[config.mk]
export PLATFORM = sky130hd
export DESIGN_NAME = note_sequencer_flat
export DESIGN_NICKNAME = d
export VERILOG_FILES = /design/src/rtl/note_sequencer_pkg.sv /design/src/rtl/note_sequencer_if.sv /design/src/rtl/note_rom.sv /design/src/rtl/note_sequencer.sv /design/src/flat_wrapper.sv
export SDC_FILE = /design/constraint.sdc
export NUM_CORES = 1
export LEC_CHECK = 0
export ABC_AREA = 0
export CORE_UTILIZATION = 35
export DETAILED_ROUTE_END_ITERATION = 16
export REMOVE_ABC_BUFFERS = 1
export SLEW_MARGIN = 20
export SYNTH_ARGS = -nofsm -noshare
export SYNTH_HDL_FRONTEND = slang
export SYNTH_SLANG_ARGS = --single-unit
[constraint.sdc]
create_clock -name clk -period 2.5 [get_ports clk]
set_input_delay 0.5 -clock clk [delete_from_list [all_inputs] [get_ports clk]]
set_output_delay 0.5 -clock clk [all_outputs]
set_load 0.05 [all_outputs]
[src/rtl/note_sequencer_pkg.sv]
// Shared types and constants for the note sequencer: FSM states, octave-0
// divider table and the layout of an 11-bit note ROM entry.
package note_seq_pkg;

    typedef enum logic [2:0] {
        IDLE,
        FETCH,
        DECODE,
        PLAY,
        GAP,
        DONE
    } state_e;

    localparam int ENTRY_W  = 11;
    localparam int OCT_LSB  = 8;
    localparam int SEMI_LSB = 4;
    localparam int DUR_LSB  = 0;

    localparam logic [2:0]         OCT_END   = 3'd7;
    localparam logic [3:0]         SEMI_END  = 4'd15;
    localparam logic [3:0]         SEMI_REST = 4'd12;
    localparam logic [ENTRY_W-1:0] END_ENTRY = 11'h7F0;

    // Octave-0 half-period counts, C..B.
    localparam logic [14:0] BASE_DIV [12] = '{
        15'd30581, 15'd28860, 15'd27248, 15'd25707, 15'd24272, 15'd22904,
        15'd21626, 15'd20408, 15'd19260, 15'd18182, 15'd17159, 15'd16197
    };

    function automatic logic [14:0] base_div(input logic [3:0] semi);
        if (semi < SEMI_REST) return BASE_DIV[semi];
        return '0;
    endfunction

endpackage

[src/rtl/note_sequencer_if.sv]
// Control/status bundle between the melody player and its controller:
// the controller is the master, the sequencer the slave.
interface note_sequencer_if #(
    parameter int ADDR_W = 5,
    parameter int DIV_W  = 15
);
    logic              start;
    logic              stop;
    logic              loop_en;
    logic              busy;
    logic              tone_en;
    logic [DIV_W-1:0]  divider;
    logic [ADDR_W-1:0] note_idx;
    logic              done;

    modport master (
        output start, stop, loop_en,
        input  busy, tone_en, divider, note_idx, done
    );

    modport slave (
        input  start, stop, loop_en,
        output busy, tone_en, divider, note_idx, done
    );
endinterface

[src/rtl/note_rom.sv]
// Melody ROM: synchronous read, one cycle of latency. Unused addresses
// hold the end marker so a short melody terminates cleanly.
module note_rom
    import note_seq_pkg::*;
#(
    parameter int ADDR_W = 5
) (
    input  logic                clk_i,
    input  logic [ADDR_W-1:0]   addr_i,
    output logic [ENTRY_W-1:0]  data_o
);

    always_ff @(posedge clk_i) begin
        case (addr_i)
            ADDR_W'(0): data_o <= 11'h101;  // oct 1, C, 2 ticks
            ADDR_W'(1): data_o <= 11'h0C0;  // rest, 1 tick
            ADDR_W'(2): data_o <= 11'h242;  // oct 2, E, 3 ticks
            default:    data_o <= END_ENTRY;
        endcase
    end

endmodule

[src/rtl/note_sequencer.sv]
// Steps through the note ROM at a fixed tempo and drives the tone generator's
// divider/enable. Define ARTICULATION_GAP_EN to insert a silent gap after each note.
module note_sequencer
    import note_seq_pkg::*;
#(
    parameter int TICK_DIV = 25000,
    parameter int ADDR_W   = 5,
    parameter int DIV_W    = 15
) (
    input  logic           clk,
    input  logic           rst_n,
    note_sequencer_if.slave bus
);

    localparam int PS_W = $clog2(TICK_DIV + 1);
`ifdef ARTICULATION_GAP_EN
    localparam int GAP_CYCLES = (TICK_DIV / 4 > 0) ? TICK_DIV / 4 : 1;
`endif

    state_e            state_q;
    logic [ADDR_W-1:0] note_idx_q;
    logic [DIV_W-1:0]  divider_q;
    logic              tone_en_q;
    logic              busy_q;
    logic              done_q;
    logic [PS_W-1:0]   ps_q;
    logic [3:0]        dur_q;
    logic              wrap_q;

    logic [ENTRY_W-1:0] rom_data;
    logic [2:0]         oct;
    logic [3:0]         semi;
    logic [3:0]         dur;
    logic               is_end;
    logic               pitched;
    logic               tick;
    logic [14:0]        div_shift;
    logic [DIV_W-1:0]   div_trunc;
    logic [DIV_W-1:0]   div_d;

    note_rom #(.ADDR_W(ADDR_W)) u_rom (
        .clk_i  (clk),
        .addr_i (note_idx_q),
        .data_o (rom_data)
    );

    assign oct     = rom_data[OCT_LSB +: 3];
    assign semi    = rom_data[SEMI_LSB +: 4];
    assign dur     = rom_data[DUR_LSB +: 4];
    // Running off the top of the ROM behaves exactly like reading an end marker.
    assign is_end  = ((oct == OCT_END) && (semi == SEMI_END)) || wrap_q;
    assign pitched = semi < SEMI_REST;
    assign tick    = ps_q == PS_W'(TICK_DIV - 1);

    assign div_shift = base_div(semi) >> oct;
    assign div_trunc = DIV_W'(div_shift);
    assign div_d     = (div_trunc == '0) ? DIV_W'(1) : div_trunc;

    always_ff @(posedge clk or negedge rst_n) begin
        if (!rst_n) begin
            state_q    <= IDLE;
            note_idx_q <= '0;
            divider_q  <= '0;
            tone_en_q  <= 1'b0;
            busy_q     <= 1'b0;
            done_q     <= 1'b0;
            ps_q       <= '0;
            dur_q      <= '0;
            wrap_q     <= 1'b0;
        end else if (bus.stop) begin
            state_q   <= IDLE;
            tone_en_q <= 1'b0;
            busy_q    <= 1'b0;
            done_q    <= 1'b0;
            wrap_q    <= 1'b0;
        end else begin
            done_q <= 1'b0;
            case (state_q)
                IDLE: begin
                    if (bus.start) begin
                        state_q    <= FETCH;
                        busy_q     <= 1'b1;
                        note_idx_q <= '0;
                        wrap_q     <= 1'b0;
                    end
                end
                FETCH: state_q <= DECODE;
                DECODE: begin
                    wrap_q <= 1'b0;
                    if (is_end) begin
                        if (bus.loop_en) begin
                            note_idx_q <= '0;
                            state_q    <= FETCH;
                        end else begin
                            tone_en_q <= 1'b0;
                            done_q    <= 1'b1;
                            state_q   <= DONE;
                        end
                    end else begin
                        // Rests silence the tone but keep the last pitch loaded.
                        tone_en_q <= pitched;
                        if (pitched) divider_q <= div_d;
                        ps_q    <= '0;
                        dur_q   <= dur;
                        state_q <= PLAY;
                    end
                end
                PLAY: begin
                    if (tick) begin
                        ps_q <= '0;
                        if (dur_q == 4'd0) begin
                            note_idx_q <= note_idx_q + ADDR_W'(1);
                            wrap_q     <= &note_idx_q;
`ifdef ARTICULATION_GAP_EN
                            tone_en_q  <= 1'b0;
                            state_q    <= GAP;
`else
                            state_q    <= FETCH;
`endif
                        end else begin
                            dur_q <= dur_q - 4'd1;
                        end
                    end else begin
                        ps_q <= ps_q + PS_W'(1);
                    end
                end
`ifdef ARTICULATION_GAP_EN
                GAP: begin
                    if (ps_q == PS_W'(GAP_CYCLES - 1)) begin
                        ps_q    <= '0;
                        state_q <= FETCH;
                    end else begin
                        ps_q <= ps_q + PS_W'(1);
                    end
                end
`endif
                DONE: begin
                    busy_q  <= 1'b0;
                    state_q <= IDLE;
                end
                default: begin
                    busy_q    <= 1'b0;
                    tone_en_q <= 1'b0;
                    state_q   <= IDLE;
                end
            endcase
        end
    end

    assign bus.busy     = busy_q;
    assign bus.tone_en  = tone_en_q;
    assign bus.divider  = divider_q;
    assign bus.note_idx = note_idx_q;
    assign bus.done     = done_q;

endmodule

[src/flat_wrapper.sv]
// flat-port wrapper written by rule: the top's interface ports become plain ports
module note_sequencer_flat import note_seq_pkg::*;
#(
    parameter int TICK_DIV = 25000,
    parameter int ADDR_W   = 5,
    parameter int DIV_W    = 15
)
  (clk, rst_n, bus_start, bus_stop, bus_loop_en, bus_busy, bus_tone_en, bus_divider, bus_note_idx, bus_done);
  note_sequencer_if #(.ADDR_W(ADDR_W), .DIV_W(DIV_W)) bus_i ();
  input  logic clk;
  input  logic rst_n;
  input wire logic [$bits(bus_i.start)-1:0] bus_start;
  input wire logic [$bits(bus_i.stop)-1:0] bus_stop;
  input wire logic [$bits(bus_i.loop_en)-1:0] bus_loop_en;
  output wire logic [$bits(bus_i.busy)-1:0] bus_busy;
  output wire logic [$bits(bus_i.tone_en)-1:0] bus_tone_en;
  output wire logic [$bits(bus_i.divider)-1:0] bus_divider;
  output wire logic [$bits(bus_i.note_idx)-1:0] bus_note_idx;
  output wire logic [$bits(bus_i.done)-1:0] bus_done;
  assign bus_i.start = bus_start;
  assign bus_i.stop = bus_stop;
  assign bus_i.loop_en = bus_loop_en;
  assign bus_busy = bus_i.busy;
  assign bus_tone_en = bus_i.tone_en;
  assign bus_divider = bus_i.divider;
  assign bus_note_idx = bus_i.note_idx;
  assign bus_done = bus_i.done;
  note_sequencer #(.TICK_DIV(TICK_DIV), .ADDR_W(ADDR_W), .DIV_W(DIV_W)) u_core (.clk(clk), .rst_n(rst_n), .bus(bus_i));
endmodule
==> results of run 1 <==
-- metrics by stage --
stage	hold WS [ns]	area (µm²)	TNS (ns)	total power, mW	cells
after global placement	0.350	3790	0	2.43	529
final	0.0204	3880	0	2.91	537
after global routing	0.0151	3880	0	3.10	537
after detailed placement	0.350	3790	-0.0305	2.44	529
after CTS	0.0178	3880	0	2.92	537
after floorplan	0.204	3210	0	2.00	369
-- final cells by class --
| type | count | area (µm²) |
|---|---|---|
| well taps | 111 | 139 |
| clock buffers | 6 | 72.6 |
| clock inverters | 2 | 15.0 |
| repair buffers | 49 | 443 |
| flip-flops and latches | 53 | 1290 |
| multi-input cells | 302 | 1870 |
| fillers | 916 | 5320 |
| inverters | 14 | 52.6 |
-- per-layer routing --
layer,vias up,part of all wire (%),global-route usage [%]
met5,-,0,0
met4,0,2.2,5.86
met3,14,4.1,3.33
met2,70,47,26.6
met1,1349,47,21.8
li1,1474,-,-
-- logic make-up (layout without fill, tap and decap cells) --
kind of cell | count (synthesis) | after routing
buf+inv | 35 | 71
flops | 53 | 53
fa+ha+maj | 14 | 14
simple gates | 158 | 158
xor+xnor | 5 | 5
compound gates | 115 | 115
mux | 10 | 10
-- worst max-delay path by stage --
| stage | startpoint | endpoint | slack [ns] | cells after the start |
|---|---|---|---|---|
| final | u_core.u_rom.data_o[6] | u_core.ps_q[13] | 0.25 | 6 |
| after global routing | u_core.u_rom.data_o[6] | u_core.ps_q[11] | 0.04 | 6 |
| after CTS | u_core.u_rom.data_o[6] | u_core.ps_q[11] | 0.23 | 6 |
| after detailed placement | bus_stop | u_core.dur_q[3] | -0.03 | 7 |
| after global placement | bus_stop | u_core.dur_q[3] | 0.003 | 7 |
| after floorplan | u_core.u_rom.data_o[7] | u_core.ps_q[11] | 0.09 | 6 |
-- flip-flops by register name, indices dropped and copies added (netlist names) --
register             flops
u_core.bus.busy          1
u_core.bus.divider      15
u_core.bus.done          1
u_core.bus.note_idx      5
u_core.bus.tone_en       1
u_core.dur_q             4
u_core.ps_q             15
u_core.state_q           3
u_core.u_rom.data_o      7
u_core.wrap_q            1
-- cell usage in the layout, fill, tap and decap left out, types with 8 or more instances in the layout --
cell type,netlist,layout
nand2_1,45,45
and3_1,9,9
dfrtp_1,46,46
o31ai_1,8,8
nor2_1,39,39
nor3_1,11,11
nand4_1,8,8
mux2i_1,8,8
a21oi_1,20,20
inv_1,14,14
clkdlybuf4s50_1,0,26
buf_4,0,21
o21ai_0,46,46
nand3_1,8,8
ha_1,14,14
a31oi_1,8,8
-- worst register-to-register path: stages (launching register included) --
cell,delay [ns]
dfxtp_1,0.32
ha_1,0.25
a41o_1,0.34
a2111oi_4,0.46
nand4_1,0.26
or3_1,0.40
a21oi_1,0.15
-- power by group --
part / switching, mW / total, mW / internal, mW / leakage, nW
clock network: 0.290 / 0.488 / 0.198 / 0.0374
logic: 0.857 / 1.31 / 0.456 / 1.04
registers: 0.0945 / 1.11 / 1.01 / 0.667
total: 1.24 / 2.91 / 1.67 / 1.74
==> summary.txt, run 1 <==
Yosys
  – Syn. warnings: 0
  – Synth cell types: 57
  – Dominant cells by area after synthesis: dfrtp_1 35%, o21ai_0 7.0%, ha_1 5.3%
  – Synth Area in Simple Gates: 24.7%
  – Commonest cells in the netlist: 46 x dfrtp_1, 46 x o21ai_0, 45 x nand2_1
  – XOR/XNOR share of the synthesized area: 1.33%
  – Adder-cell share of the synthesized area: 5.32%
  – Post-synth EDFFs: 0
  – Syn Inst Count: 390
  – Top FF cell, synth: dfrtp_1
  – Mux contribution to synthesized area: 3.12%
  – Syn avg cell area: 8.44 µm²
  – Synth async-reset ratio: 86.8%
  – Mapped cell area: 3290 µm²
  – Main combinational cell family by area after synthesis: simple AND/OR/NAND/NOR gates
  – Cell taking the most area after synthesis: dfrtp_1
  – #FFs+latches synth: 53
  – Compound-Gate Fraction of Synth Area: 22.2%
  – Post-synthesis sequential area ratio: 39.2%
  – Area fraction of the dominant cell type after synthesis: 35.0%

Layout
  – N_diodes: 0
  – Final core utilization: 42.2%
  – Area grow syn2layout: 17.8%
  – Nets@finish: 444
  – Layout cells sized above 1: 10.3%

Clock tree
  – CTS buffer count: 5
  – Post-cts sizing count: 0
  – Clock sink total: 53
  – Clk_lat worst skew: 0.31 ns
  – CTS Root Cell: clkbuf_8
  – CTS tree: built
  – Deepest clock path buffer count: 2
  – H-Tree Level Count: 2
  – Hold buffers post-CTS: 0
  – Buffer count from post-CTS setup fixing: 0
  – Clk pin slew, worst setup/hold paths: 0.09 ns

Global routing
  – Initial antenna violation count: 0
  – Largest net degree at the start of global routing: 35
  – All-layer global routing usage: 16.5%
  – GRT overflow: 0
  – First-pass GRT wire length: 13100 µm
  – Vias in the first global route: 2701

Setup path
  – CP Cell Sequence: ha_1, a41o_1, a2111oi_4, nand4_1, or3_1, a21oi_1
  – Crit-path slowest cell: a2111oi_4
  – Endpoint type of the worst setup path: flip-flop
  – Largest stage delay, worst path: 0.46 ns
  – WS Path Type: flip-flop to flip-flop
  – Reg2Reg Depth: 6
  – Reg2Reg Setup Slack: 0.25 ns
  – RR Startpoint: u_core.u_rom.data_o[6]
  – WP data required: 2.73 ns
  – Worst Path Arrival: 2.48 ns
  – Buf/Inv on CP: 0
  – R2R Path End: u_core.ps_q[13]
  – CP Max Fanout: 5
  – Crit-path leading delay family: compound AO/OA/AOI/OAI gates
  – Critical Path Start Type: flip-flop

Die
  – Row cnt: 35
  – Die H: 99 µm
  – Die Width: 99 µm
  – I/O pin count: 28
  – Die area: 9800 µm²
  – Initial core utilization: 35.8%
  – Core Region: 9200 µm²

STA
  – RSZ-0062 raised after global routing: false
  – Fin crit period: 2.25 ns
  – Final Max Slew Viols: 0
  – FMAX: 444 MHz
  – Slew @ Worst Pin: 0.524 ns
  – Worst slew margin: 64.9%
  – Skew final: 0.0129 ns
  – Setup violators final: 0
  – Post-route setup slack: 0.249 ns
  – Final Hold Fails: 0
  – Final cycle utilization of the critical path: 90.1%

Route
  – DRC Markers: 0
  – DR iter-0 viols: 108
  – Vias post-DR: 2907
  – Post-DR vias/cell: 5.41
  – WL/cell: 14.2 µm
  – DRT Pass-1 Iters: 4
  – Post-route ant nets: 0
  – Final Routed Wirelength: 7600 µm

Pwr
  – Pwr dens: 750 nW/µm²
  – Max IR drop VDD: 351 µV
  – LEAKAGE: 1.74 nW

Place
  – GP Congestion: 0.864
  – DP HPWL: 5770 µm
  – Pre-CTS WS: -0.0271 ns
  – I/O Buffers: 27

Status
  – Outcome: finished, final reports clean

Hold path
  – Min-delay worst type: input pin to asynchronous set/reset pin

Job
  – Max Cap Violations: 0
No activity file was read; power rests on OpenSTA's default activity.
==> inputs of run 2 (changes only) <==
Settings changed: ABC_AREA 0 to 1.
==> summary.txt, run 2 <==
Setup path
  – Critical Path Start Type: flip-flop (unchanged)
  – Crit-path leading delay family: buffers and inverters (was compound AO/OA/AOI/OAI gates)
  – CP Max Fanout: 6 (was 5)
  – Worst Path Arrival: 1.58 ns (was 2.48 ns)
  – Crit-path slowest cell: clkdlybuf4s50_1 (was a2111oi_4)
  – WP data required: 2.00 ns (was 2.73 ns)
  – Largest stage delay, worst path: 0.83 ns (was 0.46 ns)
  – Endpoint type of the worst setup path: output port (was flip-flop)
  – Buf/Inv on CP: 1 (was 0)
  – WS Path Type: flip-flop to output port (was flip-flop to flip-flop)
  – CP Cell Sequence: clkdlybuf4s50_1 (was ha_1, a41o_1, a2111oi_4, nand4_1, or3_1, a21oi_1)

Yosys
  – Most frequent cell after synthesis: nand2_1
  – XOR/XNOR share of the synthesized area: 0.784% (was 1.33%)
  – Synth Area in Simple Gates: 38.2% (was 24.7%)
  – Mapped cell area: 3350 µm² (was 3290 µm²)
  – Adder-cell share of the synthesized area: 5.23% (was 5.32%)
  – Cell taking the most area after synthesis: dfrtp_1 (unchanged)
  – Syn avg cell area: 7.41 µm² (was 8.44 µm²)
  – Post-synth EDFFs: 0 (unchanged)
  – Post-synthesis sequential area ratio: 38.5% (was 39.2%)
  – Synth cell types: 40 (was 57)
  – Main combinational cell family by area after synthesis: simple AND/OR/NAND/NOR gates (unchanged)
  – Dominant cells by area after synthesis: dfrtp_1 34%, nand2_1 14%, nand3_1 10% (was dfrtp_1 35%, o21ai_0 7.0%, ha_1 5.3%)
  – Mux contribution to synthesized area: 0.336% (was 3.12%)
  – #FFs+latches synth: 53 (unchanged)
  – Area fraction of the dominant cell type after synthesis: 34.4% (was 35.0%)
  – Top FF cell, synth: dfrtp_1 (unchanged)
  – Syn Inst Count: 452 (was 390)
  – Commonest cells in the netlist: 121 x nand2_1, 69 x nand3_1, 46 x dfrtp_1 (was 46 x dfrtp_1, 46 x o21ai_0, 45 x nand2_1)
  – Synth async-reset ratio: 86.8% (unchanged)
  – Syn. warnings: 0 (unchanged)
  – Compound-Gate Fraction of Synth Area: 8.63% (was 22.2%)

Global routing
  – First-pass GRT wire length: 12300 µm (was 13100 µm)
  – Vias in the first global route: 2755 (was 2701)
  – Largest net degree at the start of global routing: 47 (was 35)
  – GRT overflow: 0 (unchanged)
  – Initial antenna violation count: 0 (unchanged)
  – All-layer global routing usage: 14.9% (was 16.5%)

STA
  – Final Hold Fails: 0 (unchanged)
  – Skew final: 0.00564 ns (was 0.0129 ns)
  – Setup violators final: 0 (unchanged)
  – Final Max Slew Viols: 0 (unchanged)
  – FMAX: 481 MHz (was 444 MHz)
  – Final cycle utilization of the critical path: 83.1% (was 90.1%)
  – RSZ-0062 raised after global routing: false (unchanged)
  – Fin crit period: 2.08 ns (was 2.25 ns)
  – Worst slew margin: 60.2% (was 64.9%)
  – Slew @ Worst Pin: 0.596 ns (was 0.524 ns)
  – Setup TNS: 0 ns (unchanged)

Layout
  – Layout cells sized above 1: 9.47% (was 10.3%)
  – Nets@finish: 493 (was 444)
  – Area grow syn2layout: 14.0% (was 17.8%)
  – Commonest non-fill, non-tap cells in the layout: 121 x nand2_1, 69 x nand3_1, 46 x dfrtp_1, 44 x nor2_1, 36 x inv_1 (was 46 x o21ai_0, 46 x dfrtp_1, 45 x nand2_1, 39 x nor2_1, 26 x clkdlybuf4s50_1)
  – N_diodes: 0 (unchanged)
  – Most common cell after layout, fill and taps aside: nand2_1

Die
  – Die H: 99.8 µm (was 99 µm)
  – I/O pin count: 28 (unchanged)
  – Initial core utilization: 36.3% (was 35.8%)
  – Core Region: 9240 µm² (was 9200 µm²)
  – Row cnt: 35 (unchanged)
  – Die Width: 99.8 µm (was 99 µm)
  – Die area: 9970 µm² (was 9800 µm²)

Pwr
  – LEAKAGE: 1.82 nW (was 1.74 nW)
  – Pwr dens: 1230 nW/µm² (was 750 nW/µm²)
  – Total power: 4.69 mW (was 2.91 mW)
  – Max IR drop VDD: 572 µV (was 351 µV)

Place
  – GP Congestion: 0.814 (was 0.864)
  – DP HPWL: 5120 µm (was 5770 µm)
  – I/O Buffers: 27 (unchanged)

Route
  – Post-route ant nets: 0 (unchanged)
  – DR iter-0 viols: 169 (was 108)
  – WL/cell: 11.3 µm (was 14.2 µm)
  – DRT Pass-1 Iters: 4 (unchanged)
  – Post-DR vias/cell: 4.74 (was 5.41)
  – DRC Markers: 0 (unchanged)
  – Vias post-DR: 2862 (was 2907)
  – Final Routed Wirelength: 6800 µm (was 7600 µm)

Clock tree
  – Hold buffers post-CTS: 0 (unchanged)
  – H-Tree Level Count: 2 (unchanged)
  – Clock sink total: 53 (unchanged)
  – Buffer count from post-CTS setup fixing: 0 (unchanged)
  – Post-cts sizing count: 0 (unchanged)
  – Deepest clock path buffer count: 2 (unchanged)
  – CTS Root Cell: clkbuf_8 (unchanged)
  – Clk pin slew, worst setup/hold paths: 0.10 ns (was 0.09 ns)
  – CTS buffer count: 5 (unchanged)
  – Clk_lat worst skew: 0.30 ns (was 0.31 ns)
  – CTS tree: built (unchanged)

Status
  – Outcome: finished, final reports clean (unchanged)

Job
  – Max Cap Violations: 0 (unchanged)

Hold path
  – Min-delay worst type: input pin to asynchronous set/reset pin (unchanged)
-- run 2: cell types whose count changed after synthesis, moves of 8 or more --
cell | before | now
clkbuf_1 | 14 | 3
nand2_1 | 45 | 121
nand3_1 | 8 | 69
nand2_4 | 0 | 8
o21ai_0 | 46 | 23
mux2i_1 | 8 | 0
and3_1 | 9 | 0
inv_1 | 14 | 36
-- run 2: logic make-up (layout without fill, tap and decap cells) --
logic type / after synthesis / after routing
compound gates: 52 / 52
xor+xnor: 3 / 3
fa+ha+maj: 14 / 14
buf+inv: 58 / 81
flops: 53 / 53
mux: 1 / 1
simple gates: 271 / 271
-- run 2: path summary, 6_finish.rpt --
check / cells after the start / from / to / slack (ns)
worst max-delay path: 1 / u_core.bus.note_idx[1] / bus_note_idx[1] / 0.42
worst min-delay path: 2 / rst_n / u_core.ps_q[3] / 0.27
worst max register to register: 11 / u_core.u_rom.data_o[6] / u_core.bus.divider[0] / 0.42
worst min register to register: 2 / u_core.bus.divider[4] / u_core.bus.divider[4] / 0.48
max in group asynchronous: 2 / rst_n / u_core.bus.note_idx[4] / 1.83
min in group clk: 2 / u_core.bus.divider[4] / u_core.bus.divider[4] / 0.48
-- run 2: metrics by stage --
stage	cells	cell area (µm²)	utilization (%)	worst slack, ns	hold slack (ns)
CTS	604	3820	41.4	0.375	0.293
global route	604	3820	41.4	0.183	0.323
global placement	596	3690	39.9	0.358	0.452
detailed placement	596	3690	39.9	0.280	0.461
floorplan	437	3240	-	0.414	0.204
finish	604	3820	41.4	0.422	0.271
-- run 2: final cells by class --
class	instances	area, µm²
clock buffer	5	68.8
clock inverter	3	65.1
fill	961	5420
inverter	43	164
multi-input combinational	341	1780
sequential	53	1290
tap	129	161
timing repair buffer	30	288
-- run 2: where the power goes --
| part | leakage, nW | internal (mW) | switching (mW) | total, mW |
|---|---|---|---|---|
| Sequential | 0.677 | 1.10 | 0.236 | 1.34 |
| Combinational | 1.07 | 0.880 | 1.79 | 2.67 |
| Clock | 0.0681 | 0.398 | 0.280 | 0.678 |
-- run 2: routing by layer --
layer  global-route usage [%]  wire (µm)  vias up
met5                        0          0        -
met1                     21.0       3490     1293
li1                         -          -     1512
met3                     2.65        250        5
met4                     2.71         42        0
met2                     24.1       3020       52
==> patch 1, RTL diff (config.mk and constraints of run 1) <==
Make the reset (`rst_n`) synchronous in one clocked block.
--- a/src/rtl/note_sequencer.sv
+++ b/src/rtl/note_sequencer.sv
@@ -57,5 +57,5 @@
     assign div_d     = (div_trunc == '0) ? DIV_W'(1) : div_trunc;
 
-    always_ff @(posedge clk or negedge rst_n) begin
+    always_ff @(posedge clk) begin
         if (!rst_n) begin
             state_q    <= IDLE;
Behaviour: differs if rst_n is asserted again (counterexample within 4 cycles, from zero or initial values and one cycle with rst_n low); with rst_n held inactive, the same outputs for 10 cycles.
==> patch 1 against run 1 <==
  * The run now ends with design-rule violations left
  * Clock skew down 0.0023 ns
  * Critical path depth rose by 1
  * Sequential cell count unchanged
  * Final cell count rose by 2.0%
  * Global-route usage increased by 0.15 points
  * Sequential share of layout area decreased by 6.0 points
  * Area after synthesis fell by 2.2%
  * Cell area grew 0.19%
  * Routed wire length increased by 2.0%
  * Fmax down 2.5%
  * Worst setup slack got worse by 0.058 ns
  * Critical endpoint is now u_core.bus.note_idx[3]
  * Largest cell class unchanged
  * Highest routed layer unchanged
Power is not compared: it rests on default switching activity, and its combinational part moved more than twofold at a synthesized area within 25%.
==> patch 1: results <==
export IMPL_status="finished, violations left"
export IMPL_violations="design-rule violations"
export IMPL_critical_path_max_fanout=9
export IMPL_postPlaceCellArea_mm2=0.00374
export IMPL_num_vias=2998
export IMPL_netlist_top_cells_count="dfxtp_1 (53), nor2_1 (38), nand2_1 (36)"
export IMPL_grt_pass1_vias=2853
export IMPL_grt_first_pass_wirelength_um=13300
export IMPL_grt_usage=0.166
export IMPL_drc_errors=1
export IMPL_cts_resized=0
export IMPL_pre_cts_ws_ns=-0.0370
export IMPL_slew_headroom=0.495
export IMPL_yosysWarnings=0
export IMPL_cp_slowest_stage_delay_ns=0.55
export IMPL_synth_seq_area_share=0.329
export IMPL_dr_pass1_iters=10
export IMPL_slowest_stage="or4bb_1"
export IMPL_synthArstFlopShare=0
export IMPL_htree_levels=2
export IMPL_synth_edff_count=0
export IMPL_stdcell_count=548
export IMPL_grt_max_degree=37
export IMPL_layout_nets=459
export IMPL_gp_congestion=0.866
export IMPL_avgSynthCellArea_um2=8.07
export IMPL_diodes=0
export IMPL_drive_gt1_frac=0.127
export IMPL_clock_skew_ns=0.0106
export IMPL_dp_cells=538
export IMPL_crit_family="simple AND/OR/NAND/NOR gates"
export IMPL_drt_initial_drc_count=156
export IMPL_hold_class="reg -> reg"
export IMPL_synthDistinctLibCells=66
export IMPL_wl_per_cell_um=14.1
export IMPL_fillers=904
export IMPL_synthFlopType="dfxtp_1"
export IMPL_synth_area_leaders="dfxtp_1 (33%), ha_1 (5.8%), nor2_1 (4.4%)"
-- patch 1: cell count changes after synthesis, sizes merged, moves of 6 or more --
cell and delta:
dfrtp -46, nand3 +8, nand2 -9, a21boi +6, o211a +7, a31oi -6, dfxtp +46, o21ai -24
-- patch 1: cell families after synthesis --
| kind of cell | Yosys count | share of synthesized area |
|---|---|---|
| AOI/OAI and AO/OA | 110 | 0.230 |
| xor gates and xnor gates | 12 | 0.0326 |
| DFF | 53 | 0.329 |
| muxes | 9 | 0.0291 |
| buffers and inverters | 35 | 0.0427 |
| and+or+nand+nor | 165 | 0.278 |
| adders and majority gates | 15 | 0.0583 |
-- patch 1: area by class of cell --
type                            count  area (um^2)  share of cell area
Sequential cell                    53         1060               0.273
Timing Repair Buffer               56          492               0.127
Tap cell                          108          135              0.0348
Multi-Input combinational cell    311         2030               0.523
Clock inverter                      2         37.5             0.00966
Inverter                           12         45.0              0.0116
Clock buffer                        6         82.6              0.0212
-- patch 1: power breakdown --
group,leakage [nW],internal (mW),switching (mW)
clock network,0.0574,0.326,0.288
registers,0.428,0.851,0.00496
logic,0.981,0.0401,0.0593
-- patch 1: final timing paths --
check | slack (ns) | cells past startpoint | from | to
setup / recovery | 0.19 | 7 | u_core.ps_q[13] | u_core.bus.note_idx[3]
hold / removal | 0.48 | 2 | u_core.bus.divider[5] | u_core.bus.divider[5]
setup reg to reg | 0.19 | 7 | u_core.ps_q[13] | u_core.bus.note_idx[3]
hold reg to reg | 0.48 | 2 | u_core.bus.divider[5] | u_core.bus.divider[5]
-- patch 1: per-layer routing --
layer  share of wire  GRT usage  up-vias
li1                -          -     1523
met1            0.49      0.218     1409
met2            0.46      0.280       56
met3           0.034     0.0251       10
met4           0.017     0.0513        0
met5               0          0        -
==> patch 2, RTL diff (config.mk and constraints of run 1) <==
Made on the original files. Add a define of `ARTICULATION_GAP_EN`.
--- a/src/rtl/note_sequencer.sv
+++ b/src/rtl/note_sequencer.sv
@@ -1,4 +1,6 @@
 // Steps through the note ROM at a fixed tempo and drives the tone generator's
 // divider/enable. Define ARTICULATION_GAP_EN to insert a silent gap after each note.
+`define ARTICULATION_GAP_EN
+
 module note_sequencer
     import note_seq_pkg::*;
Function: same outputs for any inputs over 10 cycles, from zero or initial values and one cycle with rst_n low; that may be too few to reach the edited logic, so the function may still have changed.
==> patch 2 against run 1 <==
  * Combinational power increased by 52%
  * Clock power fell by 0.8%
  * Area after synthesis up 2.9%
  * Clock skew shrank 0.0067 ns
  * Worst setup slack improved by 0.052 ns
  * Synthesized cell count increased by 2.3%
  * Sequential cell count stayed put
  * Largest cell class unchanged
  * Non-clock buffer count is 1 higher
  * Sequential power grew 12%
  * Cell area increased by 2.9%
  * Die area is 2.9% higher
  * Power is 28% higher
  * Routed wire length is 0.76% higher
==> patch 2: results <==
export IMPL_status="completed"
export IMPL_drive_gt1_frac=0.0989
export IMPL_r2r_end="u_core.ps_q[5]"
export IMPL_overflow=0
export IMPL_cts_setup_buffers=0
export IMPL_slew_headroom=0.648
export IMPL_cts_root_buffer="clkbuf_8"
export IMPL_antenna_found_initial=0
export IMPL_grt_first_pass_wirelength_um=13400
export IMPL_clock_skew_ns=0.00624
export IMPL_ir_drop_mv=0.457
export IMPL_cp_data_arrival_time_ns=2.39
export IMPL_r2r_slack_ns=0.30
export IMPL_endpoint="u_core.ps_q[5]"
export IMPL_critical_path_max_fanout=10
export IMPL_dr_pass1_iters=5
export IMPL_met2WireLength_um=3460
export IMPL_yosysWarnings=0
export IMPL_crit_family="simple AND/OR/NAND/NOR gates"
export IMPL_slowest_stage="or4b_1"
export IMPL_drt_initial_drc_count=237
export IMPL_gp_congestion=0.846
export IMPL_dp_hpwl_um=5750
export IMPL_leakage_nw=1.70
export IMPL_wl_met3_um=346
export IMPL_layout_nets=454
export IMPL_grt_usage=0.165
export IMPL_synthDistinctLibCells=60
export IMPL_grt_max_degree=38
export IMPL_hold_class="in -> async"
export IMPL_wl_per_cell_um=13.6
export IMPL_synth_seq_area_share=0.381
export IMPL_synth_area_leaders="dfrtp_1 (34%), ha_1 (5.5%), nor2_1 (4.8%)"
export IMPL_netlist_top_cells_count="dfrtp_1 (46), nor2_1 (43), nand2_1 (36)"
export IMPL_wl_met1_um=3810
export IMPL_postPlaceCellArea_mm2=0.00390
export IMPL_avgViaCountPerCell=5.32
export IMPL_rr_worst_depth=7
export IMPL_grt_pass1_vias=2801
export IMPL_htree_levels=2
export IMPL_critPathLaunch="u_core.ps_q[1]"
[patch 2: cell count changes after synthesis, moves of 7 or more]
cell / delta
nand3_1: +7
a21oi_1: +8
xor2_1: +9
buf_2: +8
o21ai_0: -17
nand2_1: -9
[patch 2: worst min path at each step]
| stage | startpoint | to | slack [ns] | cells after the start |
|---|---|---|---|---|
| after global routing | rst_n | u_core.bus.divider[14] | 0.09 | 1 |
| final | rst_n | u_core.bus.divider[14] | 0.06 | 1 |
| after CTS | rst_n | u_core.bus.divider[14] | 0.07 | 1 |
| after floorplan | rst_n | u_core.bus.busy | 0.20 | 0 |
| after global placement | rst_n | u_core.bus.divider[3] | 0.40 | 1 |
| after detailed placement | rst_n | u_core.bus.divider[5] | 0.41 | 1 |
[patch 2: layer usage]
layer	track usage	up-vias
met5	0	-
met4	0.0334	0
met3	0.0230	5
met2	0.261	76
met1	0.240	1402
li1	-	1516
[patch 2: where the power goes]
group | switching (mW) | internal, mW | total, mW
clock | 0.286 | 0.198 | 0.484
sequential | 0.182 | 1.06 | 1.24
combinational | 1.25 | 0.738 | 1.99
[patch 2: per-stage QoR]
| stage | util | TNS [ns] | hold slack (ns) | setup slack [ns] | cells |
|---|---|---|---|---|---|
| after floorplan | - | -0.878 | 0.204 | -0.252 | 377 |
| after global routing | 0.428 | 0 | 0.0872 | 0.0580 | 564 |
| final | 0.428 | 0 | 0.0636 | 0.301 | 564 |
| after detailed placement | 0.419 | 0 | 0.406 | 0.0368 | 556 |
| after global placement | 0.419 | 0 | 0.404 | 0.104 | 556 |
| after CTS | 0.428 | 0 | 0.0707 | 0.283 | 564 |
[patch 2: layout make-up]
class,count,area (um^2)
fillers,937,5340
inverters,18,67.6
clock inverters,2,15.0
clock buffers,6,72.6
multi-input cells,306,1930
well taps,129,161
flip-flops and latches,53,1290
repair buffers,50,450
[patch 2: kinds of logic after synthesis]
family          Yosys count  synth area share
fa+ha+maj                15            0.0554
mux                       8            0.0244
flops                    53             0.381
xor+xnor                 14            0.0362
compound gates          113             0.219
buf+inv                  40            0.0487
simple gates            156             0.236
